===== config.mk =====
export PLATFORM = sky130hd
export DESIGN_NAME = mips_multicycle_ctrl_flat
export DESIGN_NICKNAME = d
export VERILOG_FILES = /design/src/rtl/mips_multicycle_ctrl_if.sv /design/src/rtl/mips_multicycle_ctrl.sv /design/src/flat_wrapper.sv
export SDC_FILE = /design/constraint.sdc
export NUM_CORES = 1
export LEC_CHECK = 0
export CAP_MARGIN = 0
export CORE_ASPECT_RATIO = 1.75
export CORE_MARGIN = 2
export CORE_UTILIZATION = 46
export CTS_BUF_LIST = sky130_fd_sc_hd__clkbuf_8
export DETAILED_ROUTE_END_ITERATION = 10
export PLACE_DENSITY = 0.78
export SLEW_MARGIN = 20
export SYNTH_ARGS = -nofsm -noshare
export SYNTH_HDL_FRONTEND = slang
export SYNTH_SLANG_ARGS = --single-unit
export TNS_END_PERCENT = 1

===== constraint.sdc =====
create_clock -name clk -period 1.6 [get_ports clk]
set_input_delay 0.16 -clock clk [delete_from_list [all_inputs] [get_ports clk]]
set_output_delay 0.16 -clock clk [all_outputs]
set_load 0.03 [all_outputs]

===== src/rtl/mips_multicycle_ctrl_if.sv =====
// Control bus between the multicycle MIPS main FSM and its datapath.
// The controller side (master) receives the opcode and memory handshake and
// drives every select/enable; the datapath side (slave) is the mirror image.
interface mips_multicycle_ctrl_if;
    logic [5:0] opcode;
    logic       mem_ready;
    logic       pc_write;
    logic       pc_write_cond;
    logic [1:0] pc_src;
    logic       i_or_d;
    logic       mem_read;
    logic       mem_write;
    logic       ir_write;
    logic       reg_dst;
    logic       mem_to_reg;
    logic       reg_write;
    logic       alu_src_a;
    logic [1:0] alu_src_b;
    logic [1:0] alu_op;
    logic       ext_zero;
    logic       illegal_op;
    logic       mem_timeout;
    logic [3:0] state;

    modport master (
        input  opcode, mem_ready,
        output pc_write, pc_write_cond, pc_src, i_or_d, mem_read, mem_write,
               ir_write, reg_dst, mem_to_reg, reg_write, alu_src_a, alu_src_b,
               alu_op, ext_zero, illegal_op, mem_timeout, state
    );

    modport slave (
        output opcode, mem_ready,
        input  pc_write, pc_write_cond, pc_src, i_or_d, mem_read, mem_write,
               ir_write, reg_dst, mem_to_reg, reg_write, alu_src_a, alu_src_b,
               alu_op, ext_zero, illegal_op, mem_timeout, state
    );
endinterface


===== src/rtl/mips_multicycle_ctrl.sv =====
// Main control FSM of the multicycle MIPS core. Sequences the shared
// ALU/memory datapath one instruction at a time, stalls on mem_ready and
// aborts to FETCH with a sticky flag when a memory access never completes.
// CNT_W must be wide enough that MEM_TIMEOUT fits (2**CNT_W > MEM_TIMEOUT).
module mips_multicycle_ctrl #(
    parameter int MEM_TIMEOUT = 255,
    parameter int CNT_W       = 8
) (
    input  logic                  clk,
    input  logic                  rst,
    mips_multicycle_ctrl_if.master bus
);

    localparam logic [3:0] S_FETCH  = 4'd0;
    localparam logic [3:0] S_DECODE = 4'd1;
    localparam logic [3:0] S_MEMADR = 4'd2;
    localparam logic [3:0] S_MEMRD  = 4'd3;
    localparam logic [3:0] S_MEMWB  = 4'd4;
    localparam logic [3:0] S_MEMWR  = 4'd5;
    localparam logic [3:0] S_EXEC   = 4'd6;
    localparam logic [3:0] S_ALUWB  = 4'd7;
    localparam logic [3:0] S_BRANCH = 4'd8;
    localparam logic [3:0] S_IEXEC  = 4'd9;
    localparam logic [3:0] S_IWB    = 4'd10;
    localparam logic [3:0] S_JUMP   = 4'd11;

    localparam logic [5:0] OP_R    = 6'b000000;
    localparam logic [5:0] OP_LW   = 6'b100011;
    localparam logic [5:0] OP_SW   = 6'b101011;
    localparam logic [5:0] OP_BEQ  = 6'b000100;
    localparam logic [5:0] OP_J    = 6'b000010;
    localparam logic [5:0] OP_ADDI = 6'b001000;
    localparam logic [5:0] OP_ANDI = 6'b001100;
    localparam logic [5:0] OP_ORI  = 6'b001101;

    localparam logic [CNT_W-1:0] WAIT_LIMIT = CNT_W'(MEM_TIMEOUT);

    logic [3:0]       state_q, state_d;
    logic [5:0]       op_q, op_d;
    logic [CNT_W-1:0] wait_cnt_q, wait_cnt_d;
    logic             mem_timeout_q, mem_timeout_d;
    logic             illegal;
    logic             op_is_logic_imm;

    // Raw (ungated) control word decoded from the current state.
    logic       pc_write_r, pc_write_cond_r, i_or_d_r, mem_read_r, mem_write_r;
    logic       ir_write_r, reg_dst_r, mem_to_reg_r, reg_write_r, alu_src_a_r;
    logic [1:0] pc_src_r, alu_src_b_r, alu_op_r;

    assign op_is_logic_imm = (op_q == OP_ANDI) || (op_q == OP_ORI);

    // Next-state, opcode latch and memory watchdog.
    always_comb begin
        state_d       = state_q;
        op_d          = op_q;
        wait_cnt_d    = '0;
        mem_timeout_d = mem_timeout_q;
        illegal       = 1'b0;

        case (state_q)
            S_FETCH:  if (bus.mem_ready) state_d = S_DECODE;
            S_DECODE: begin
                op_d = bus.opcode;
                case (bus.opcode)
                    OP_R:                      state_d = S_EXEC;
                    OP_LW, OP_SW:              state_d = S_MEMADR;
                    OP_BEQ:                    state_d = S_BRANCH;
                    OP_J:                      state_d = S_JUMP;
                    OP_ADDI, OP_ANDI, OP_ORI:  state_d = S_IEXEC;
                    default: begin
                        state_d = S_FETCH;
                        illegal = 1'b1;
                    end
                endcase
            end
            S_MEMADR: state_d = (op_q == OP_LW) ? S_MEMRD : S_MEMWR;
            S_MEMRD:  if (bus.mem_ready) state_d = S_MEMWB;
            S_MEMWB:  state_d = S_FETCH;
            S_MEMWR:  if (bus.mem_ready) state_d = S_FETCH;
            S_EXEC:   state_d = S_ALUWB;
            S_ALUWB:  state_d = S_FETCH;
            S_BRANCH: state_d = S_FETCH;
            S_IEXEC:  state_d = S_IWB;
            S_IWB:    state_d = S_FETCH;
            S_JUMP:   state_d = S_FETCH;
            default:  state_d = S_FETCH;
        endcase

        // Every memory-wait state leaves on mem_ready, so the counter only
        // survives while the access is still outstanding; a late mem_ready
        // in the limit cycle still wins over the abort.
        if ((state_q == S_FETCH || state_q == S_MEMRD || state_q == S_MEMWR) && !bus.mem_ready) begin
            if (wait_cnt_q == WAIT_LIMIT) begin
                mem_timeout_d = 1'b1;
                state_d       = S_FETCH;
                wait_cnt_d    = '0;
            end else begin
                wait_cnt_d = wait_cnt_q + 1'b1;
            end
        end
    end

    // State, latched opcode, wait counter and sticky timeout flag.
    always_ff @(posedge clk or posedge rst) begin
        if (rst) begin
            state_q       <= S_FETCH;
            op_q          <= '0;
            wait_cnt_q    <= '0;
            mem_timeout_q <= 1'b0;
        end else begin
            state_q       <= state_d;
            op_q          <= op_d;
            wait_cnt_q    <= wait_cnt_d;
            mem_timeout_q <= mem_timeout_d;
        end
    end

    // Moore decode of the control word; only FETCH's IR/PC loads look at mem_ready.
    always_comb begin
        pc_write_r      = 1'b0;
        pc_write_cond_r = 1'b0;
        pc_src_r        = 2'b00;
        i_or_d_r        = 1'b0;
        mem_read_r      = 1'b0;
        mem_write_r     = 1'b0;
        ir_write_r      = 1'b0;
        reg_dst_r       = 1'b0;
        mem_to_reg_r    = 1'b0;
        reg_write_r     = 1'b0;
        alu_src_a_r     = 1'b0;
        alu_src_b_r     = 2'b00;
        alu_op_r        = 2'b00;

        case (state_q)
            S_FETCH: begin
                mem_read_r  = 1'b1;
                alu_src_b_r = 2'b01;
                ir_write_r  = bus.mem_ready;
                pc_write_r  = bus.mem_ready;
            end
            S_DECODE: alu_src_b_r = 2'b11;
            S_MEMADR: begin
                alu_src_a_r = 1'b1;
                alu_src_b_r = 2'b10;
            end
            S_MEMRD: begin
                i_or_d_r   = 1'b1;
                mem_read_r = 1'b1;
            end
            S_MEMWB: begin
                mem_to_reg_r = 1'b1;
                reg_write_r  = 1'b1;
            end
            S_MEMWR: begin
                i_or_d_r    = 1'b1;
                mem_write_r = 1'b1;
            end
            S_EXEC: begin
                alu_src_a_r = 1'b1;
                alu_op_r    = 2'b10;
            end
            S_ALUWB: begin
                reg_dst_r   = 1'b1;
                reg_write_r = 1'b1;
            end
            S_BRANCH: begin
                alu_src_a_r     = 1'b1;
                alu_op_r        = 2'b01;
                pc_write_cond_r = 1'b1;
                pc_src_r        = 2'b01;
            end
            S_IEXEC: begin
                alu_src_a_r = 1'b1;
                alu_src_b_r = 2'b10;
                alu_op_r    = op_is_logic_imm ? 2'b11 : 2'b00;
            end
            S_IWB:  reg_write_r = 1'b1;
            S_JUMP: begin
                pc_write_r = 1'b1;
                pc_src_r   = 2'b10;
            end
            default: ;
        endcase
    end

    // Outputs are forced low while reset is held so nothing is issued mid-reset.
    assign bus.pc_write      = pc_write_r      & ~rst;
    assign bus.pc_write_cond = pc_write_cond_r & ~rst;
    assign bus.pc_src        = pc_src_r        & {2{~rst}};
    assign bus.i_or_d        = i_or_d_r        & ~rst;
    assign bus.mem_read      = mem_read_r      & ~rst;
    assign bus.mem_write     = mem_write_r     & ~rst;
    assign bus.ir_write      = ir_write_r      & ~rst;
    assign bus.reg_dst       = reg_dst_r       & ~rst;
    assign bus.mem_to_reg    = mem_to_reg_r    & ~rst;
    assign bus.reg_write     = reg_write_r     & ~rst;
    assign bus.alu_src_a     = alu_src_a_r     & ~rst;
    assign bus.alu_src_b     = alu_src_b_r     & {2{~rst}};
    assign bus.alu_op        = alu_op_r        & {2{~rst}};
    // DECODE computes the branch offset, which is always sign-extended.
    assign bus.ext_zero      = op_is_logic_imm & (state_q != S_DECODE) & ~rst;
    assign bus.illegal_op    = illegal         & ~rst;
    assign bus.mem_timeout   = mem_timeout_q   & ~rst;
    assign bus.state         = state_q;

endmodule


===== src/flat_wrapper.sv =====
// flat-port wrapper written by rule: the top's interface ports become plain ports
module mips_multicycle_ctrl_flat 
#(
    parameter int MEM_TIMEOUT = 255,
    parameter int CNT_W       = 8
)
  (clk, rst, bus_opcode, bus_mem_ready, bus_pc_write, bus_pc_write_cond, bus_pc_src, bus_i_or_d, bus_mem_read, bus_mem_write, bus_ir_write, bus_reg_dst, bus_mem_to_reg, bus_reg_write, bus_alu_src_a, bus_alu_src_b, bus_alu_op, bus_ext_zero, bus_illegal_op, bus_mem_timeout, bus_state);
  mips_multicycle_ctrl_if bus_i ();
  input  logic clk;
  input  logic rst;
  input wire logic [$bits(bus_i.opcode)-1:0] bus_opcode;
  input wire logic [$bits(bus_i.mem_ready)-1:0] bus_mem_ready;
  output wire logic [$bits(bus_i.pc_write)-1:0] bus_pc_write;
  output wire logic [$bits(bus_i.pc_write_cond)-1:0] bus_pc_write_cond;
  output wire logic [$bits(bus_i.pc_src)-1:0] bus_pc_src;
  output wire logic [$bits(bus_i.i_or_d)-1:0] bus_i_or_d;
  output wire logic [$bits(bus_i.mem_read)-1:0] bus_mem_read;
  output wire logic [$bits(bus_i.mem_write)-1:0] bus_mem_write;
  output wire logic [$bits(bus_i.ir_write)-1:0] bus_ir_write;
  output wire logic [$bits(bus_i.reg_dst)-1:0] bus_reg_dst;
  output wire logic [$bits(bus_i.mem_to_reg)-1:0] bus_mem_to_reg;
  output wire logic [$bits(bus_i.reg_write)-1:0] bus_reg_write;
  output wire logic [$bits(bus_i.alu_src_a)-1:0] bus_alu_src_a;
  output wire logic [$bits(bus_i.alu_src_b)-1:0] bus_alu_src_b;
  output wire logic [$bits(bus_i.alu_op)-1:0] bus_alu_op;
  output wire logic [$bits(bus_i.ext_zero)-1:0] bus_ext_zero;
  output wire logic [$bits(bus_i.illegal_op)-1:0] bus_illegal_op;
  output wire logic [$bits(bus_i.mem_timeout)-1:0] bus_mem_timeout;
  output wire logic [$bits(bus_i.state)-1:0] bus_state;
  assign bus_i.opcode = bus_opcode;
  assign bus_i.mem_ready = bus_mem_ready;
  assign bus_pc_write = bus_i.pc_write;
  assign bus_pc_write_cond = bus_i.pc_write_cond;
  assign bus_pc_src = bus_i.pc_src;
  assign bus_i_or_d = bus_i.i_or_d;
  assign bus_mem_read = bus_i.mem_read;
  assign bus_mem_write = bus_i.mem_write;
  assign bus_ir_write = bus_i.ir_write;
  assign bus_reg_dst = bus_i.reg_dst;
  assign bus_mem_to_reg = bus_i.mem_to_reg;
  assign bus_reg_write = bus_i.reg_write;
  assign bus_alu_src_a = bus_i.alu_src_a;
  assign bus_alu_src_b = bus_i.alu_src_b;
  assign bus_alu_op = bus_i.alu_op;
  assign bus_ext_zero = bus_i.ext_zero;
  assign bus_illegal_op = bus_i.illegal_op;
  assign bus_mem_timeout = bus_i.mem_timeout;
  assign bus_state = bus_i.state;
  mips_multicycle_ctrl #(.MEM_TIMEOUT(MEM_TIMEOUT), .CNT_W(CNT_W)) u_core (.clk(clk), .rst(rst), .bus(bus_i));
endmodule

==> results of run 1 <==
==> kinds of logic (layout without fill, tap and decap cells) <==
family,count (synthesis),after routing,share of synthesized area
AND/OR/NAND/NOR,74,74,0.315
AO/OA/AOI/OAI,30,30,0.171
flip-flops,19,19,0.356
buffers and inverters,11,79,0.0413
multiplexers,8,8,0.0675
XOR/XNOR,6,6,0.0394
adder cells (fa/ha/maj),1,1,0.00938
==> report_power, final <==
part | switching [W] | total (W) | internal, W
Clock | 0.000141 | 0.000314 | 0.000172
Combinational | 0.000861 | 0.00178 | 0.000920
Sequential | 0.000146 | 0.000761 | 0.000615
==> critical path: cells and delay by family (launching register included) <==
family | cells | cell delay, ns
AND/OR/NAND/NOR | 2 | 0.65
AO/OA/AOI/OAI | 1 | 0.31
flip-flops | 1 | 0.39
buffers and inverters | 1 | 0.13
==> state kept, by name, indices dropped and copies added (netlist names) <==
signal and flops:
u_core.bus.state 4, u_core.wait_cnt_q 8, u_core.op_q 6, u_core.mem_timeout_q 1
==> worst paths after layout <==
path                                       from              endpoint  slack [ns]  cells past startpoint
setup / recovery                 u_core.op_q[4]         bus_alu_op[1]       -0.30                      4
hold / removal             u_core.mem_timeout_q  u_core.mem_timeout_q        0.45                      1
hold reg to reg            u_core.mem_timeout_q  u_core.mem_timeout_q        0.45                      1
min in group asynchronous                   rst  u_core.wait_cnt_q[5]        0.50                      4
setup reg to reg            u_core.bus.state[3]  u_core.wait_cnt_q[3]       -0.01                      5
max in group asynchronous                   rst   u_core.bus.state[1]        0.94                      4
==> area by class of cell <==
class	count	share of cell area
flip-flops and latches	19	0.222
repair buffers	73	0.287
inverters	2	0.00347
multi-input cells	119	0.450
clock inverters	1	0.00231
clock buffers	3	0.0191
well taps	27	0.0156
==> metal layers <==
metal	GRT usage	routed length, um	vias up
li1	-	-	678
met1	0.245	1360	675
met2	0.525	2330	35
met3	0.0240	118	8
met4	0.0673	82	0
met5	0	0	-
==> cells in the final DEF (no fill, tap or decap), drive strengths merged, types with 3 or more instances in the layout <==
cell type / instances
nor3: 11
clkdlybuf4s50: 7
buf: 61
o21ai: 3
clkbuf: 3
nand2: 11
a21oi: 7
mux2: 8
nand3: 6
nor2: 17
xnor2: 5
nand2b: 8
dlygate4sd2: 4
or4: 3
dfrtp: 19
nor4: 3
==> per-stage QoR <==
stage / instance area [sq um] / utilization / cells
after floorplan: 1460 / - / 149
after global placement: 2020 / 0.744 / 239
after detailed placement: 2020 / 0.744 / 239
after CTS: 2130 / 0.783 / 244
after global routing: 2160 / 0.795 / 244
final: 2160 / 0.795 / 244
==> timing repair <==
item / 4_1_cts / 5_1_grt
setup buffers: 1 / 0
endpoints found under the setup margin: 26 / 33
gates resized for setup: 18 / 8
cloned: 0 / 0
pin swaps: 5 / 1
==> synth_stat cells, types with 3 or more instances <==
cell type	count
nand3_1	6
nand2b_1	7
mux2_2	8
nand2_1	11
dfrtp_1	19
a21oi_1	7
o21ai_0	3
buf_2	5
nor4_1	3
clkbuf_1	3
nor3_1	11
xnor2_1	5
nor2_1	17
==> impl_metrics.csv, run 1 <==
group,metric,value,unit
clocking,holdBufCountCts,0,
floorplan,die-area,3360,sq um
critical_path,path_cells,"or4_4 > o32a_1 > nor2_2 > buf_6",
yosys,yosysUniqueCellTypes,47,
sta,tightestPinTransition,0.315,ns
clocking,clockBufferDepth,2,
run_status,violations,"negative setup slack",
clocking,clk_latency,0.25,ns
sta,rsz0062_at_grt,"true",
yosys,syn-cell-area,1330,sq um
cells_and_area,fillers,172,
sta,finalSetupTns,-1.82,ns
critical_path,critPathCaptureType,"output port",
sta,slew_headroom,0.790,
clocking,cts_buffers,3,
cells_and_area,antennaDiodeCount,0,
placed_design,portBuffers,31,
placed_design,pre_cts_slack,-0.220,ns
detailed_routing,finalWirelength,3880,um
clocking,cts_root_buffer,"clkbuf_8",
detailed_routing,drcViolationCount,0,
sta,hold_violations,0,
sta,slew_viol_final,0,
global_route,grt_max_degree,12,
clocking,clk_pin_slew_worst_paths,0.07,ns
cells_and_area,area_delta_synth_final,62.3,%
critical_path,crit_fanout,2,
detailed_routing,drt-pass1-iter-count,4,
power_and_ir_drop,ir_drop,1.10,mV
yosys,ys_seq_elements,19,
yosys,netlist_top_cells_area,"dfrtp_1 (36%), mux2_2 (6.8%), nor2_1 (4.8%)",
floorplan,coreArea,2720,sq um
yosys,synth_edf_count,0,
critical_path,cpPeakStageDelay,0.56,ns
power_and_ir_drop,p_total,0.00286,W
yosys,ys_warn_count,0,
yosys,syn_avg_cell_area,8.95,sq um
run_status,outcome,"finished with violations",
placed_design,gp_congestion,0.803,
floorplan,io_pins,32,
global_route,gr-total-overflow,0,
global_route,grt_util_all_layers,0.252,
sta,finalSetupViolCount,18,
placed_design,dp_hpwl,3100,um
power_and_ir_drop,p_leak,0.922,nW
yosys,seq_area_frac_synth,0.356,
detailed_routing,via_per_inst,5.72,
critical_path,cp_data_required_time,1.44,ns
cells_and_area,regArea,480,sq um
power_and_ir_drop,pwr_density_cell,1320,nW/um^2
detailed_routing,drtAntennaViolNets,0,
job,drv_cap,0,
critical_path,path_class,"reg2out",
floorplan,die_y,75.2,um
detailed_routing,wire_per_inst,15.9,um
cells_and_area,final_layout_size_suffix_gt1_frac,0.516,
yosys,synth_top_area_frac,0.356,
global_route,antenna_found_initial,0,
sta,fmax,528,MHz
sta,min_period,1.90,ns
detailed_routing,drtIter0Drc,27,
sta,fin_ws,-0.295,ns
floorplan,start_util,0.490,
sta,fin_skew,0.00332,ns
yosys,yosysTopAreaCell,"dfrtp_1",
floorplan,dieWidth,44.7,um
detailed_routing,vias,1396,
sta,hold_ws,0.454,ns
global_route,grt_pass1_wl,6380,um
floorplan,row_count,25,
yosys,synthFlopType,"dfrtp_1",
clocking,cts.sinks,19,
yosys,synth_nets,159,
critical_path,startpoint_type,"flip-flop",
cells_and_area,finalNetCount,228,
clocking,cts_tree,"built",
sta,period_share,1.18,
cells_and_area,multi_input_area,975,sq um
critical_path,cp.arrival,1.74,ns
yosys,ys_async_sr_fraction,1.00,
clocking,cts_htree_levels,1,
global_route,first_global_vias,1464,
hold_path,hp-class,"reg2reg",
yosys,netlist_instances,149,
critical_path,slowest_stage,"or4_4",
Note: power is estimated with default switching activity, not from simulation.
==> run 2, diff against run 1 <==
- CORE_ASPECT_RATIO: 1.75 -> unset
- CORE_UTILIZATION: 46 -> 59
- CTS_CLUSTER_DIAMETER: unset -> 30
- DONT_BUFFER_PORTS: unset -> 1
==> impl_metrics.csv, run 2 (synthesized netlist as in run 1, its figures left out) <==
group,metric,value,unit
job,drv_cap,0,
cells_and_area,final_cell_mix,"buf_4 (27), dfrtp_1 (15), nor2_1 (13)",
critical_path,startpoint_type,"flip-flop",
floorplan,die_y,51.5,um
cells_and_area,largest_reg_flops,8,
sta,finalSetupViolCount,15,
clocking,cts.sinks,19,
sta,fmax,527,MHz
floorplan,coreArea,2170,sq um
global_route,antenna_found_initial,0,
detailed_routing,drtIter0Drc,36,
sta,hold_violations,0,
cells_and_area,fillers,110,
sta,period_share,1.19,
clocking,cts_htree_levels,1,
hold_path,hp-start,"bus_opcode[5]",
detailed_routing,drt-pass1-iter-count,4,
critical_path,path_class,"reg2out",
power_and_ir_drop,p_leak,0.737,nW
detailed_routing,drtAntennaViolNets,0,
floorplan,io_pins,32,
clocking,cts_buffers,3,
power_and_ir_drop,ir_drop,1.35,mV
cells_and_area,stdcell_count,210,
critical_path,reg2reg_from,"u_core.bus.state[1]",
hold_path,hold-path-cell-count,1,
sta,min_period,1.90,ns
run_status,outcome,"finished with violations",
placed_design,dp_hpwl,2350,um
critical_path,reg2reg_depth,5,
global_route,grt_max_degree,20,
sta,rsz0062_at_grt,"true",
critical_path,cp.arrival,1.74,ns
critical_path,cp_data_required_time,1.44,ns
floorplan,start_util,0.615,
critical_path,crit_fanout,2,
sta,fin_skew,0.000807,ns
clocking,clk_latency,0.25,ns
cells_and_area,top_register,"u_core.wait_cnt_q",
clocking,cts_root_buffer,"clkbuf_8",
critical_path,path_cells,"or4_4 > o32a_1 > nor2_2 > buf_6",
critical_path,slowest_stage,"or4_4",
placed_design,gp_congestion,0.855,
hold_path,hp-class,"in2reg",
cells_and_area,final_layout_size_suffix_gt1_frac,0.462,
sta,slew_viol_final,0,
placed_design,dp_cells,205,
detailed_routing,via_per_inst,6.05,
cells_and_area,final_common_cell,"buf_4",
hold_path,holdPathEnd,"u_core.op_q[5]",
critical_path,cpPeakStageDelay,0.54,ns
global_route,first_global_vias,1254,
sta,fin_ws,-0.298,ns
global_route,grt_util_all_layers,0.267,
clocking,clk_pin_slew_worst_paths,0.07,ns
cells_and_area,finalNetCount,193,
detailed_routing,drcViolationCount,0,
floorplan,dieWidth,51.5,um
critical_path,critPathCaptureType,"output port",
detailed_routing,finalWirelength,3170,um
run_status,violations,"negative setup slack",
detailed_routing,vias,1271,
floorplan,die-area,2660,sq um
cells_and_area,area_delta_synth_final,40.5,%
sta,slew_headroom,0.549,
placed_design,portBuffers,0,
global_route,grt_pass1_wl,5420,um
power_and_ir_drop,pwr_density_cell,1420,nW/um^2
cells_and_area,antennaDiodeCount,0,
detailed_routing,wire_per_inst,15.1,um
clocking,clockBufferDepth,2,
floorplan,row_count,17,
critical_path,reg2reg_to,"u_core.wait_cnt_q[5]",
global_route,gr-total-overflow,0,
critical_path,rrSetupSlack,-0.01,ns
sta,tightestPinTransition,0.675,ns
sta,finalSetupTns,-1.84,ns
clocking,cts_tree,"built",
run 2: cell count changes in the layout (fill, tap and decap cells not counted), sizes merged:
cell / previous run / this run
buf: 61 / 37
clkdlybuf4s50: 7 / 0
dlygate4sd2: 4 / 0
dlygate4sd3: 0 / 1
dlymetal6s2s: 1 / 0
run 2: cell type report:
type / instances / area, sq um / share of cell area
inverter: 2 / 7.51 / 0.00401
tap: 28 / 35.0 / 0.0187
sequential: 19 / 480 / 0.256
multi-input combinational: 119 / 953 / 0.509
clock buffer: 3 / 41.3 / 0.0220
timing repair buffer: 38 / 352 / 0.188
clock inverter: 1 / 5.00 / 0.00267
run 2: worst max-delay path by stage:
| stage | startpoint | to | slack [ns] |
|---|---|---|---|
| after floorplan | u_core.bus.state[2] | bus_pc_write | -0.17 |
| after global placement | u_core.op_q[4] | bus_alu_op[1] | -0.01 |
| after detailed placement | u_core.op_q[4] | bus_alu_op[1] | -0.04 |
| after CTS | u_core.op_q[4] | bus_alu_op[1] | -0.30 |
| after global routing | u_core.op_q[4] | bus_alu_op[1] | -0.35 |
| final | u_core.op_q[4] | bus_alu_op[1] | -0.30 |
run 2: where the power goes:
| part | switching, W | total, W | internal (W) |
|---|---|---|---|
| sequential | 0.000128 | 0.000743 | 0.000615 |
| combinational | 0.000799 | 0.00159 | 0.000791 |
| clock | 0.000157 | 0.000330 | 0.000173 |
run 2: critical path: cells and delay by family, from the launching register on:
family	cells	cell delay, ns
compound gates	1	0.32
simple gates	2	0.64
buf+inv	1	0.14
flops	1	0.38
run 2: layer usage:
layer / up-vias / routed length (um) / GRT usage
li1: 612 / - / -
met1: 608 / 1310 / 0.345
met2: 44 / 1640 / 0.453
met3: 7 / 167 / 0.0374
met4: 0 / 55 / 0.101
met5: - / 0 / 0
run 2: through the flow:
step | hold slack [ns] | instance area (sq um) | worst slack [ns] | total power (W) | utilization
floorplan | 0.312 | 1460 | -0.174 | 0.00174 | -
global placement | 0.177 | 1760 | -0.0121 | 0.00221 | 0.810
detailed placement | 0.188 | 1760 | -0.0422 | 0.00226 | 0.810
CTS | 0.0507 | 1850 | -0.303 | 0.00264 | 0.855
global route | 0.0430 | 1870 | -0.352 | 0.00281 | 0.864
finish | 0.0510 | 1870 | -0.298 | 0.00266 | 0.864
run 2: what timing repair did:
action / CTS / global route
hold endpoints to repair: 19 / 0
endpoints found under the setup margin: 17 / 32
pin swaps: 1 / 1
gates resized for setup: 11 / 5
hold buffers: 1 / 0
buffers inserted: 0 / 0
